### config.mk
export PLATFORM = sky130hd
export DESIGN_NAME = axi2mem_tcdm_synch_fork
export DESIGN_NICKNAME = d
export VERILOG_FILES = /design/src/rtl/axi2mem_tcdm_pkg.sv /design/src/rtl/axi2mem_tcdm_synch_fork_branch.sv /design/src/rtl/axi2mem_tcdm_synch_fork.sv
export SDC_FILE = /design/constraint.sdc
export NUM_CORES = 1
export LEC_CHECK = 0
export ABC_AREA = 1
export CORE_UTILIZATION = 57
export CTS_CLUSTER_SIZE = 40
export DETAILED_ROUTE_END_ITERATION = 7
export GPL_TIMING_DRIVEN = 0
export PLACE_DENSITY = 0.79
export SYNTH_ARGS = -nofsm -noshare
export SYNTH_HDL_FRONTEND = slang
export SYNTH_SLANG_ARGS = --single-unit
### constraint.sdc
create_clock -name clk_i -period 2.75 [get_ports clk_i]
set_clock_uncertainty 0.15 [all_clocks]
set_input_delay 0.55 -clock clk_i [delete_from_list [all_inputs] [get_ports clk_i]]
set_output_delay 0.55 -clock clk_i [all_outputs]
set_load 0.03 [all_outputs]
### src/rtl/axi2mem_tcdm_pkg.sv
// Shared types and default sizing for the axi2mem TCDM synch fork.
package axi2mem_tcdm_pkg;

    localparam int unsigned SYNCH_ID_WIDTH = 6;
    localparam int unsigned SYNCH_DEPTH    = 4;

    typedef logic [SYNCH_ID_WIDTH-1:0] synch_id_t;

endpackage : axi2mem_tcdm_pkg

### src/rtl/axi2mem_tcdm_synch_fork_branch.sv
// One branch FIFO of the synch fork: no fall-through, registered head,
// pointers wrap modulo DEPTH (DEPTH is a power of two).
module axi2mem_tcdm_synch_fork_branch
    import axi2mem_tcdm_pkg::*;
#(
    parameter int unsigned WIDTH = SYNCH_ID_WIDTH,
    parameter int unsigned DEPTH = SYNCH_DEPTH
) (
    input  logic             clk_i,
    input  logic             rst_ni,
    input  logic             push,
    input  logic [WIDTH-1:0] data,
    input  logic             pop,
    output logic             full,
    output logic             empty,
    output logic [WIDTH-1:0] head
);

    localparam int unsigned PTR_W = $clog2(DEPTH);
    localparam int unsigned CNT_W = PTR_W + 1;

    logic [PTR_W-1:0] wr_ptr_r;
    logic [PTR_W-1:0] rd_ptr_r;
    logic [CNT_W-1:0] count_r;
    logic [WIDTH-1:0] mem_r [DEPTH];
    logic             push_s;
    logic             pop_s;

    // Qualify requests so a full FIFO never overwrites and an empty one never underflows.
    always_comb begin
        push_s = push & ~full;
        pop_s  = pop & ~empty;
    end

    // Storage, pointers and occupancy; reset discards every buffered token.
    always_ff @(posedge clk_i or negedge rst_ni) begin
        if (!rst_ni) begin
            wr_ptr_r <= '0;
            rd_ptr_r <= '0;
            count_r  <= '0;
            for (int i = 0; i < DEPTH; i++) begin
                mem_r[i] <= '0;
            end
        end else begin
            if (push_s) begin
                mem_r[wr_ptr_r] <= data;
                wr_ptr_r        <= wr_ptr_r + PTR_W'(1);
            end
            if (pop_s) begin
                rd_ptr_r <= rd_ptr_r + PTR_W'(1);
            end
            case ({push_s, pop_s})
                2'b10:   count_r <= count_r + CNT_W'(1);
                2'b01:   count_r <= count_r - CNT_W'(1);
                default: count_r <= count_r;
            endcase
        end
    end

    assign full  = (count_r == CNT_W'(DEPTH));
    assign empty = (count_r == CNT_W'(0));
    assign head  = mem_r[rd_ptr_r];

endmodule : axi2mem_tcdm_synch_fork_branch

### src/rtl/axi2mem_tcdm_synch_fork.sv
// Fork of the axi2mem TCDM synch handshake: each accepted token is copied
// into a read-path and a write-path FIFO that drain independently.
// Optional protocol checker enabled by macro AXI2MEM_TCDM_SYNCH_FORK_CHECK_EN.
module axi2mem_tcdm_synch_fork
    import axi2mem_tcdm_pkg::*;
#(
    parameter int unsigned ID_WIDTH = SYNCH_ID_WIDTH,
    parameter int unsigned DEPTH    = SYNCH_DEPTH
) (
    input  logic                     clk_i,
    input  logic                     rst_ni,
    input  logic                     test_en_i,
    input  logic                     synch_req_i,
    input  logic [ID_WIDTH-1:0]      synch_id_i,
    output logic                     synch_gnt_o,
    output logic [1:0]               synch_req_o,
    output logic [1:0][ID_WIDTH-1:0] synch_id_o,
    input  logic [1:0]               synch_gnt_i,
    output logic                     err_o
);

    logic [1:0] full_s;
    logic [1:0] empty_s;
    logic [1:0] pop_s;
    logic       push_s;
    logic       unused_test_en_s;

    // Test mode only bypasses clock gating elsewhere; nothing to do here.
    assign unused_test_en_s = test_en_i;

    // Grant depends on FIFO state only, so both branches always take the token together.
    always_comb begin
        synch_gnt_o = ~full_s[0] & ~full_s[1];
        push_s      = synch_req_i & synch_gnt_o;
    end

    for (genvar i = 0; i < 2; i++) begin : g_branch
        assign synch_req_o[i] = ~empty_s[i];
        assign pop_s[i]       = synch_req_o[i] & synch_gnt_i[i];

        axi2mem_tcdm_synch_fork_branch #(
            .WIDTH (ID_WIDTH),
            .DEPTH (DEPTH)
        ) i_branch (
            .clk_i  (clk_i),
            .rst_ni (rst_ni),
            .push   (push_s),
            .data   (synch_id_i),
            .pop    (pop_s[i]),
            .full   (full_s[i]),
            .empty  (empty_s[i]),
            .head   (synch_id_o[i])
        );
    end

`ifdef AXI2MEM_TCDM_SYNCH_FORK_CHECK_EN
    logic                err_r;
    logic                stall_r;
    logic [ID_WIDTH-1:0] stall_id_r;
    logic                err_set_s;

    // Flag a grant on an empty branch, or an upstream request withdrawn/altered while stalled.
    always_comb begin
        err_set_s = (|(synch_gnt_i & ~synch_req_o)) |
                    (stall_r & (~synch_req_i | (synch_id_i != stall_id_r)));
    end

    // Remember last cycle's stall and make the error sticky until reset.
    always_ff @(posedge clk_i or negedge rst_ni) begin
        if (!rst_ni) begin
            err_r      <= 1'b0;
            stall_r    <= 1'b0;
            stall_id_r <= '0;
        end else begin
            stall_r    <= synch_req_i & ~synch_gnt_o;
            stall_id_r <= synch_id_i;
            if (err_set_s) begin
                err_r <= 1'b1;
            end else begin
                err_r <= err_r;
            end
        end
    end

    assign err_o = err_r;
`else
    assign err_o = 1'b0;
`endif

endmodule : axi2mem_tcdm_synch_fork
==> results of run 1 <==
[worst register-to-register path, cell delays in order, from the launching register on]
cell     delay [ns]
dfrtp_1        0.40
nor2_2         0.14
nand2_2        0.07
buf_4          0.18
nand3_2        0.12
ha_1           0.16
inv_1          0.07
fa_1           0.38
or2_2          0.30
nand2_1        0.08
xor2_1         0.14
[where the power goes]
group / switching (mW) / leakage (nW) / internal (mW)
registers: 0.308 / 0.771 / 1.35
clock network: 0.371 / 0.102 / 0.439
logic: 1.58 / 1.01 / 0.908
[stage by stage]
step / utilization [%] / TNS (ns) / std cells / total power [mW]
floorplan: - / 0 / 366 / 3.38
global placement: 65.3 / -59.67 / 455 / 4.13
detailed placement: 65.6 / 0 / 456 / 4.22
CTS: 69.3 / 0 / 472 / 4.95
global route: 69.4 / 0 / 472 / 5.29
finish: 69.4 / 0 / 472 / 4.95
[registers in the layout, indices dropped and copies added, names as in the netlist]
| signal | cells |
|---|---|
| g_branch.i_branch.count_r | 6 |
| g_branch.i_branch.mem_r | 48 |
| g_branch.i_branch.wr_ptr_r | 4 |
| g_branch.i_branch.rd_ptr_r | 4 |
[cell usage after synthesis, types with 5 or more instances]
master | count | share of area (%)
o22ai_1 | 12 | 2.4
ha_1 | 10 | 4.0
xor2_1 | 6 | 1.7
dfrtp_1 | 62 | 50
o21ai_0 | 30 | 4.8
inv_1 | 19 | 2.3
buf_2 | 5 | 0.81
nor2_1 | 26 | 3.1
buf_1 | 6 | 0.73
nand2_1 | 108 | 13
nand4_1 | 8 | 1.6
nand3_1 | 52 | 8.4
buf_6 | 5 | 1.8
[area by class of cell]
| cell class | instances | area [um2] |
|---|---|---|
| Clock buffer | 10 | 138 |
| Sequential cell | 62 | 1550 |
| Inverter | 20 | 75.1 |
| Timing Repair Buffer | 20 | 205 |
| Multi-Input combinational cell | 265 | 1350 |
| Fill cell | 434 | 1580 |
| Buffer | 19 | 126 |
| Clock inverter | 6 | 61.3 |
| Tap cell | 70 | 87.6 |
[logic make-up (layout without fill, tap and decap cells)]
group,count (synthesis),count (layout),synth area share (%)
compound gates,43,43,7.42
other cells,1,1,0.121
simple gates,201,201,28.3
flops,62,62,50.0
xor+xnor,8,8,2.26
buf+inv,39,75,6.50
fa+ha+maj,12,12,5.33
[path summary, 6_finish.rpt]
path	startpoint	endpoint	slack, ns	depth (start not counted)
setup / recovery	g_branch[1].i_branch.rd_ptr_r[0]$_DFFE_PN0P_	synch_id_o[9]	0.18	5
hold / removal	rst_ni	g_branch[0].i_branch.mem_r[10]$_DFFE_PN0P_	0.04	1
setup reg to reg	g_branch[0].i_branch.count_r[1]$_DFFE_PN0P_	g_branch[1].i_branch.count_r[2]$_DFFE_PN0P_	0.49	10
hold reg to reg	g_branch[1].i_branch.mem_r[12]$_DFFE_PN0P_	g_branch[1].i_branch.mem_r[12]$_DFFE_PN0P_	0.33	2
max in group asynchronous	rst_ni	g_branch[0].i_branch.count_r[2]$_DFFE_PN0P_	1.80	2
min in group clk_i	g_branch[1].i_branch.mem_r[12]$_DFFE_PN0P_	g_branch[1].i_branch.mem_r[12]$_DFFE_PN0P_	0.33	2
[layer usage]
| metal | share of wire [%] | track usage, % |
|---|---|---|
| met4 | 1.8 | 10.9 |
| met3 | 6.5 | 7.80 |
| met1 | 45 | 39.4 |
| met2 | 46 | 44.3 |
| met5 | 0 | 0 |
==> impl_metrics.json, run 1 <==
{
  "crit_family": "buffers and inverters",
  "die_x_um": 75.8,
  "port-buffer-count": 19,
  "synth_edf_count": 0,
  "synthCells": 366,
  "grt_pass1_wl_um": 11900,
  "drt-initial-drc-count": 218,
  "htreeDepth": 3,
  "syn_area_um2": 3100,
  "min_period_ns": 2.57,
  "synth_cell_types": 24,
  "drt-pass1-iter-count": 5,
  "place_area_um2": 3390,
  "cts.repair.resized": 8,
  "viasPerCell": 5.71,
  "clockBufferDepth": 2,
  "postSynth.asyncResetShare_pct": 100,
  "vias": 2694,
  "clock_latency_ns": 0.35,
  "cts_made_buffers": 9,
  "hold_violations": 0,
  "path_class": "reg2out",
  "worst-path-max-fanout": 10,
  "maxSlewViolCount": 0,
  "crit_chain": "inv_1 > buf_2 > o21ai_0 > o22ai_1 > dlygate4sd2_1",
  "start_util_pct": 59.9,
  "grt_max_degree": 39,
  "cap_violations": 0,
  "design.portCount": 28,
  "hold_buffers": 0,
  "clkTransAtPathRegs_ns": 0.07,
  "fin_hold_ws_ns": 0.0393,
  "cts_tree": "built",
  "ys_seq_area_share_pct": 50.0,
  "cts_sinks": 62,
  "vdd_drop_max_mv": 0.693,
  "cp_data_required_time_ns": 2.05,
  "p_per_area_nw_per_um2": 1380,
  "drive_gt1_share_pct": 9.70,
  "cp-end-kind": "output pin",
  "die_area_um2": 5740,
  "wl_per_cell_um": 15.7,
  "drc": 0,
  "worst_slack_ns": 0.176,
  "grt.overflow.total": 0,
  "grt_use_total_pct": 28.9,
  "tightest_slew_ns": 0.577,
  "power.leakage_nw": 1.88,
  "ant_nets": 0,
  "diodes": 0,
  "antenna_found_initial": 0,
  "critPathMaxStageDelay_ns": 0.43,
  "nets": 421,
  "syn2layout_area_growth_pct": 15.9,
  "critPathArrivalTime_ns": 1.87,
  "fmax_mhz": 388,
  "hp-class": "in2async",
  "layout.cells.most_common_list": "nand2_1 (108), dfrtp_1 (62), nand3_1 (52)",
  "pre_cts_slack_ns": 0.105,
  "rsz0062_at_grt": "false",
  "fp-row-count": 26,
  "setup_violations": 0,
  "fin_crit_sh_pct": 93.6,
  "core_area_um2": 5170,
  "cts_root_buf": "clkbuf_8",
  "avgSynthCellArea_um2": 8.47,
  "grt_pass1_vias": 2427,
  "post-cts-setup-buffers": 0,
  "crit_buf_inv": 3,
  "ys_warn_count": 0,
  "gp_congestion": 0.868,
  "relSlewSlack_pct": 61.5,
  "synth-seq-cells": 62,
  "crit_slowest_cell": "dlygate4sd2_1",
  "stdcell_area_um2": 3590,
  "outcome": "complete, no violations",
  "synth-main-ff-cell": "dfrtp_1",
  "final_common_cell": "nand2_1",
  "place_hpwl_um": 5200,
  "syn_nets": 390,
  "die_y_um": 75.8,
  "start_kind": "flip-flop",
  "drt-total-wl_um": 7410
}
Power figures use the tool's default switching activity.
==> inputs of run 2 (changes only) <==
--- a/config.mk
+++ b/config.mk
@@ -6,11 +6,12 @@
 export NUM_CORES = 1
 export LEC_CHECK = 0
 export ABC_AREA = 1
-export CORE_UTILIZATION = 57
+export CORE_UTILIZATION = 59
+export CTS_BUF_LIST = sky130_fd_sc_hd__clkbuf_2
 export CTS_CLUSTER_SIZE = 40
 export DETAILED_ROUTE_END_ITERATION = 7
 export GPL_TIMING_DRIVEN = 0
-export PLACE_DENSITY = 0.79
+export PLACE_DENSITY = 0.81
 export SYNTH_ARGS = -nofsm -noshare
 export SYNTH_HDL_FRONTEND = slang
 export SYNTH_SLANG_ARGS = --single-unit
==> impl_metrics.json, run 2 (synthesized netlist as in run 1, its figures left out) <==
{
  "die_x_um": 74.5,
  "drt-pass1-iter-count": 5,
  "dp_cells": 456,
  "outcome": "complete, no violations",
  "die_area_um2": 5550,
  "power.leakage_nw": 1.81,
  "htreeDepth": 3,
  "ant_nets": 0,
  "cts_sinks": 62,
  "setup_tns_ns": 0,
  "cap_violations": 0,
  "cp_data_required_time_ns": 2.05,
  "relSlewSlack_pct": 61.1,
  "cts_root_buf": "clkbuf_2",
  "syn2layout_area_growth_pct": 12.8,
  "drive_gt1_share_pct": 11.4,
  "regMostFlops": "g_branch.i_branch.mem_r",
  "grt_pass1_wl_um": 11800,
  "design.portCount": 28,
  "port-buffer-count": 19,
  "hp-class": "in2reg",
  "wl_met2_um": 3340,
  "cts_made_buffers": 9,
  "grt_pass1_vias": 2343,
  "p_per_area_nw_per_um2": 1350,
  "grt_use_total_pct": 29.6,
  "worst_slack_ns": 0.0895,
  "start_kind": "flip-flop",
  "grt.overflow.total": 0,
  "gp_congestion": 0.853,
  "drc": 0,
  "ff2ff_setup_slack_ns": 0.49,
  "final_common_cell": "nand2_1",
  "fin_crit_sh_pct": 96.7,
  "place_hpwl_um": 5110,
  "clock_latency_ns": 0.51,
  "critPathArrivalTime_ns": 1.96,
  "min_period_ns": 2.66,
  "clockBufferDepth": 2,
  "fp-row-count": 26,
  "critPathMaxStageDelay_ns": 0.45,
  "drt-initial-drc-count": 220,
  "fmax_mhz": 376,
  "crit_slowest_cell": "dfrtp_1",
  "cts_tree": "built",
  "worst-path-max-fanout": 10,
  "layout.cells.most_common_list": "nand2_1 (108), dfrtp_1 (62), nand3_1 (52)",
  "rsz0062_at_grt": "false",
  "antenna_found_initial": 0,
  "top_layer": "met4",
  "vdd_drop_max_mv": 0.754,
  "crit_chain": "inv_1 > buf_2 > nor2_1 > o22ai_1 > clkdlybuf4s15_1",
  "grt_max_degree": 42,
  "maxSlewViolCount": 0,
  "pre_cts_slack_ns": 0.123,
  "start_util_pct": 61.1,
  "diodes": 0,
  "clkTransAtPathRegs_ns": 0.18,
  "nets": 422,
  "drt-total-wl_um": 7310,
  "cp-end-kind": "output pin",
  "wl_per_cell_um": 15.5,
  "wl_met3_um": 495,
  "tightest_slew_ns": 0.584,
  "fin_hold_ws_ns": 0.263,
  "largestRegisters": "g_branch.i_branch.mem_r (48), g_branch.i_branch.count_r (6)",
  "largest_reg_flops": 48,
  "core_area_um2": 5070,
  "fillers": 421,
  "post-cts-setup-buffers": 0,
  "die_y_um": 74.5,
  "wl_met1_um": 3400,
  "hold_violations": 0,
  "path_class": "reg2out",
  "stdcell_count": 473,
  "setup_violations": 0,
  "vias": 2666,
  "viasPerCell": 5.64
}
-- run 2: cell types whose count changed in the layout (fill, tap and decap cells not counted), moves of 2 or more --
cell | before | now
clkbuf_2 | 0 | 17
clkbuf_8 | 10 | 0
dlygate4sd2_1 | 8 | 2
dlymetal6s2s_1 | 4 | 1
clkdlybuf4s15_1 | 0 | 2
-- run 2: area by class of cell --
class	count	area [um2]	share of cell area, %
Tap cell	70	87.6	2.50
Sequential cell	62	1550	44.4
Clock buffer	9	45.0	1.29
Clock inverter	7	88.8	2.54
Inverter	20	75.1	2.15
Multi-Input combinational cell	265	1350	38.5
Timing Repair Buffer	21	175	5.01
Buffer	19	126	3.61
-- run 2: worst max-delay path, delay by kind of cell, from the launching register on --
| kind | cells | cell delay, ns |
|---|---|---|
| AO/OA/AOI/OAI | 1 | 0.20 |
| buffers and inverters | 3 | 0.76 |
| flip-flops | 1 | 0.45 |
| AND/OR/NAND/NOR | 1 | 0.06 |
-- run 2: worst paths after layout --
path / start / to / depth (start not counted)
max in group asynchronous: rst_ni / g_branch[0].i_branch.rd_ptr_r[1]$_DFFE_PN0P_ / 3
max reg2reg: g_branch[0].i_branch.count_r[1]$_DFFE_PN0P_ / g_branch[1].i_branch.count_r[2]$_DFFE_PN0P_ / 10
max: g_branch[0].i_branch.rd_ptr_r[0]$_DFFE_PN0P_ / synch_id_o[1] / 5
min in group asynchronous: rst_ni / g_branch[1].i_branch.mem_r[10]$_DFFE_PN0P_ / 2
min reg2reg: g_branch[1].i_branch.mem_r[6]$_DFFE_PN0P_ / g_branch[1].i_branch.mem_r[6]$_DFFE_PN0P_ / 2
min: synch_id_i[5] / g_branch[0].i_branch.mem_r[11]$_DFFE_PN0P_ / 3
-- run 2: through the flow --
stage,util [%],power (mW),cell area (um2)
floorplan,-,3.38,3100
global placement,66.6,4.13,3380
detailed placement,66.9,4.21,3390
CTS,69.5,4.73,3520
global route,68.9,5.10,3500
finish,68.9,4.72,3500
-- run 2: routing by layer --
metal  track usage [%]  vias to the layer above
met3              9.76                       11
met4              6.50                        0
met5                 0                        -
met1              42.6                     1295
li1                  -                     1260
met2              43.8                      100
-- run 2: timing repair --
action,CTS,global route
resized for setup,14,17
hold buffers,1,0
endpoints found under the hold margin,21,0
setup endpoints to repair,12,11
-- run 2: power breakdown --
| group | total (mW) | internal (mW) | switching (mW) |
|---|---|---|---|
| clock network | 0.636 | 0.294 | 0.343 |
| registers | 1.65 | 1.34 | 0.307 |
| logic | 2.44 | 0.853 | 1.59 |
| total | 4.72 | 2.49 | 2.24 |
==> inputs of run 3 (changes only) <==
==> constraint.sdc (replaced) <==
create_clock -name clk_i -period 2.7 [get_ports clk_i]
set_clock_uncertainty 0.15 [all_clocks]
set_input_delay 0.54 -clock clk_i [delete_from_list [all_inputs] [get_ports clk_i]]
set_output_delay 0.54 -clock clk_i [all_outputs]
set_load 0.03 [all_outputs]
==> impl_metrics.json, run 3 (synthesized netlist as in run 1, its figures left out) <==
{
  "worst-path-max-fanout": 10,
  "post-cts-setup-buffers": 0,
  "relSlewSlack_pct": 60.6,
  "ant_nets": 0,
  "final_common_cell": "nand2_1",
  "cp_data_required_time_ns": 2.01,
  "grt_max_degree": 42,
  "cts_tree": "built",
  "hold_violations": 0,
  "maxSlewViolCount": 0,
  "p_per_area_nw_per_um2": 1380,
  "met2_usage_pct": 43.9,
  "clockBufferDepth": 2,
  "syn2layout_area_growth_pct": 12.5,
  "grt_use_met3_pct": 9.76,
  "htreeDepth": 3,
  "rsz0062_at_grt": "false",
  "design.portCount": 28,
  "cts_sinks": 62,
  "gp_congestion": 0.853,
  "drt-initial-drc-count": 256,
  "cp-end-kind": "output pin",
  "path_class": "reg2out",
  "port-buffer-count": 19,
  "layout.cells.most_common_list": "nand2_1 (108), dfrtp_1 (62), nand3_1 (52)",
  "fmax_mhz": 379,
  "grtUsageMet1_pct": 42.8,
  "nets": 422,
  "start_util_pct": 61.1,
  "wl_per_cell_um": 15.4,
  "cts_root_buf": "clkbuf_2",
  "diodes": 0,
  "fp-row-count": 26,
  "power.leakage_nw": 1.81,
  "die_y_um": 74.5,
  "start_kind": "flip-flop",
  "fin_crit_sh_pct": 97.8,
  "grt_pass1_vias": 2346,
  "clock_latency_ns": 0.51,
  "tightest_slew_ns": 0.591,
  "fin_hold_ws_ns": 0.258,
  "drive_gt1_share_pct": 12.4,
  "min_period_ns": 2.64,
  "grt_most_used_layer": "met2",
  "multi_input_area_um2": 1350,
  "vias": 2662,
  "grt_use_total_pct": 29.7,
  "setup_violations": 0,
  "fin_util_pct": 68.7,
  "outcome": "complete, no violations",
  "hp-class": "in2reg",
  "grt.overflow.total": 0,
  "die_area_um2": 5550,
  "drt-total-wl_um": 7290,
  "vdd_drop_max_mv": 0.766,
  "finalPower_mw": 4.80,
  "seqCellArea_um2": 1550,
  "viasPerCell": 5.63,
  "drc": 0,
  "core_area_um2": 5070,
  "place_hpwl_um": 5110,
  "antenna_found_initial": 0,
  "grt_pass1_wl_um": 11900,
  "largest_reg_flops": 48,
  "cts_made_buffers": 9,
  "cap_violations": 0,
  "clkTransAtPathRegs_ns": 0.18,
  "fillers": 422,
  "regMostFlops": "g_branch.i_branch.mem_r",
  "drt-pass1-iter-count": 5,
  "largestRegisters": "g_branch.i_branch.mem_r (48), g_branch.i_branch.count_r (6)",
  "critPathArrivalTime_ns": 1.95,
  "die_x_um": 74.5
}
## run 3: changes by cell type in the layout (fill, tap and decap cells not counted)
cell / change
clkbuf_4: +1
buf_2: +2
dlygate4sd2_1: -2
clkdlybuf4s15_2: +1
clkdlybuf4s15_1: -2
## run 3: layout make-up
cell class                 instances  area share [%]
tap                               70            2.51
clock inverter                     7            2.55
timing repair buffer              21            4.70
buffer                            19            3.69
multi-input combinational        265            38.6
clock buffer                       9            1.29
inverter                          20            2.15
sequential                        62            44.5
## run 3: worst paths after layout
check / endpoint / from / slack (ns) / cells after the start
setup reg to reg: g_branch[1].i_branch.count_r[2]$_DFFE_PN0P_ / g_branch[0].i_branch.count_r[1]$_DFFE_PN0P_ / 0.43 / 10
hold / removal: g_branch[1].i_branch.mem_r[11]$_DFFE_PN0P_ / synch_id_i[5] / 0.26 / 3
min in group asynchronous: g_branch[1].i_branch.mem_r[10]$_DFFE_PN0P_ / rst_ni / 0.35 / 2
max in group asynchronous: g_branch[0].i_branch.rd_ptr_r[1]$_DFFE_PN0P_ / rst_ni / 1.45 / 3
setup / recovery: synch_id_o[5] / g_branch[0].i_branch.rd_ptr_r[0]$_DFFE_PN0P_ / 0.06 / 5
hold reg to reg: g_branch[1].i_branch.mem_r[6]$_DFFE_PN0P_ / g_branch[1].i_branch.mem_r[6]$_DFFE_PN0P_ / 0.35 / 2
## run 3: worst max-delay path, stage by stage, from the launching register on
cell and delay [ns]:
dfrtp_1 0.45, inv_1 0.13, buf_2 0.23, nor2_1 0.06, o22ai_1 0.24, clkdlybuf4s15_2 0.34
## run 3: where the power goes
part / internal (mW) / switching [mW]
sequential: 1.37 / 0.312
combinational: 0.862 / 1.61
clock: 0.299 / 0.349
total: 2.53 / 2.28
## run 3: repair_timing
action | CTS | global route
endpoints found under the hold margin | 21 | 0
hold buffers | 1 | 0
endpoints found under the setup margin | 12 | 12
pin swaps | 0 | 0
resized for setup | 20 | 24
## run 3: routing by layer
layer / share of wire [%] / vias to the layer above
met5: 0 / -
met4: 0.95 / 0
met3: 6.2 / 9
met2: 46 / 90
met1: 47 / 1300
li1: - / 1263
## run 3: metrics by stage
| stage | instance area [um2] | setup slack [ns] | cells | setup TNS (ns) |
|---|---|---|---|---|
| finish | 3490 | 0.0592 | 473 | 0 |
| global route | 3490 | 0.00389 | 473 | 0 |
| CTS | 3530 | 0.0180 | 473 | 0 |
| detailed placement | 3390 | 0.0826 | 456 | 0 |
| global placement | 3380 | -1.03 | 455 | -63.84 |
| floorplan | 3100 | 0.507 | 366 | 0 |
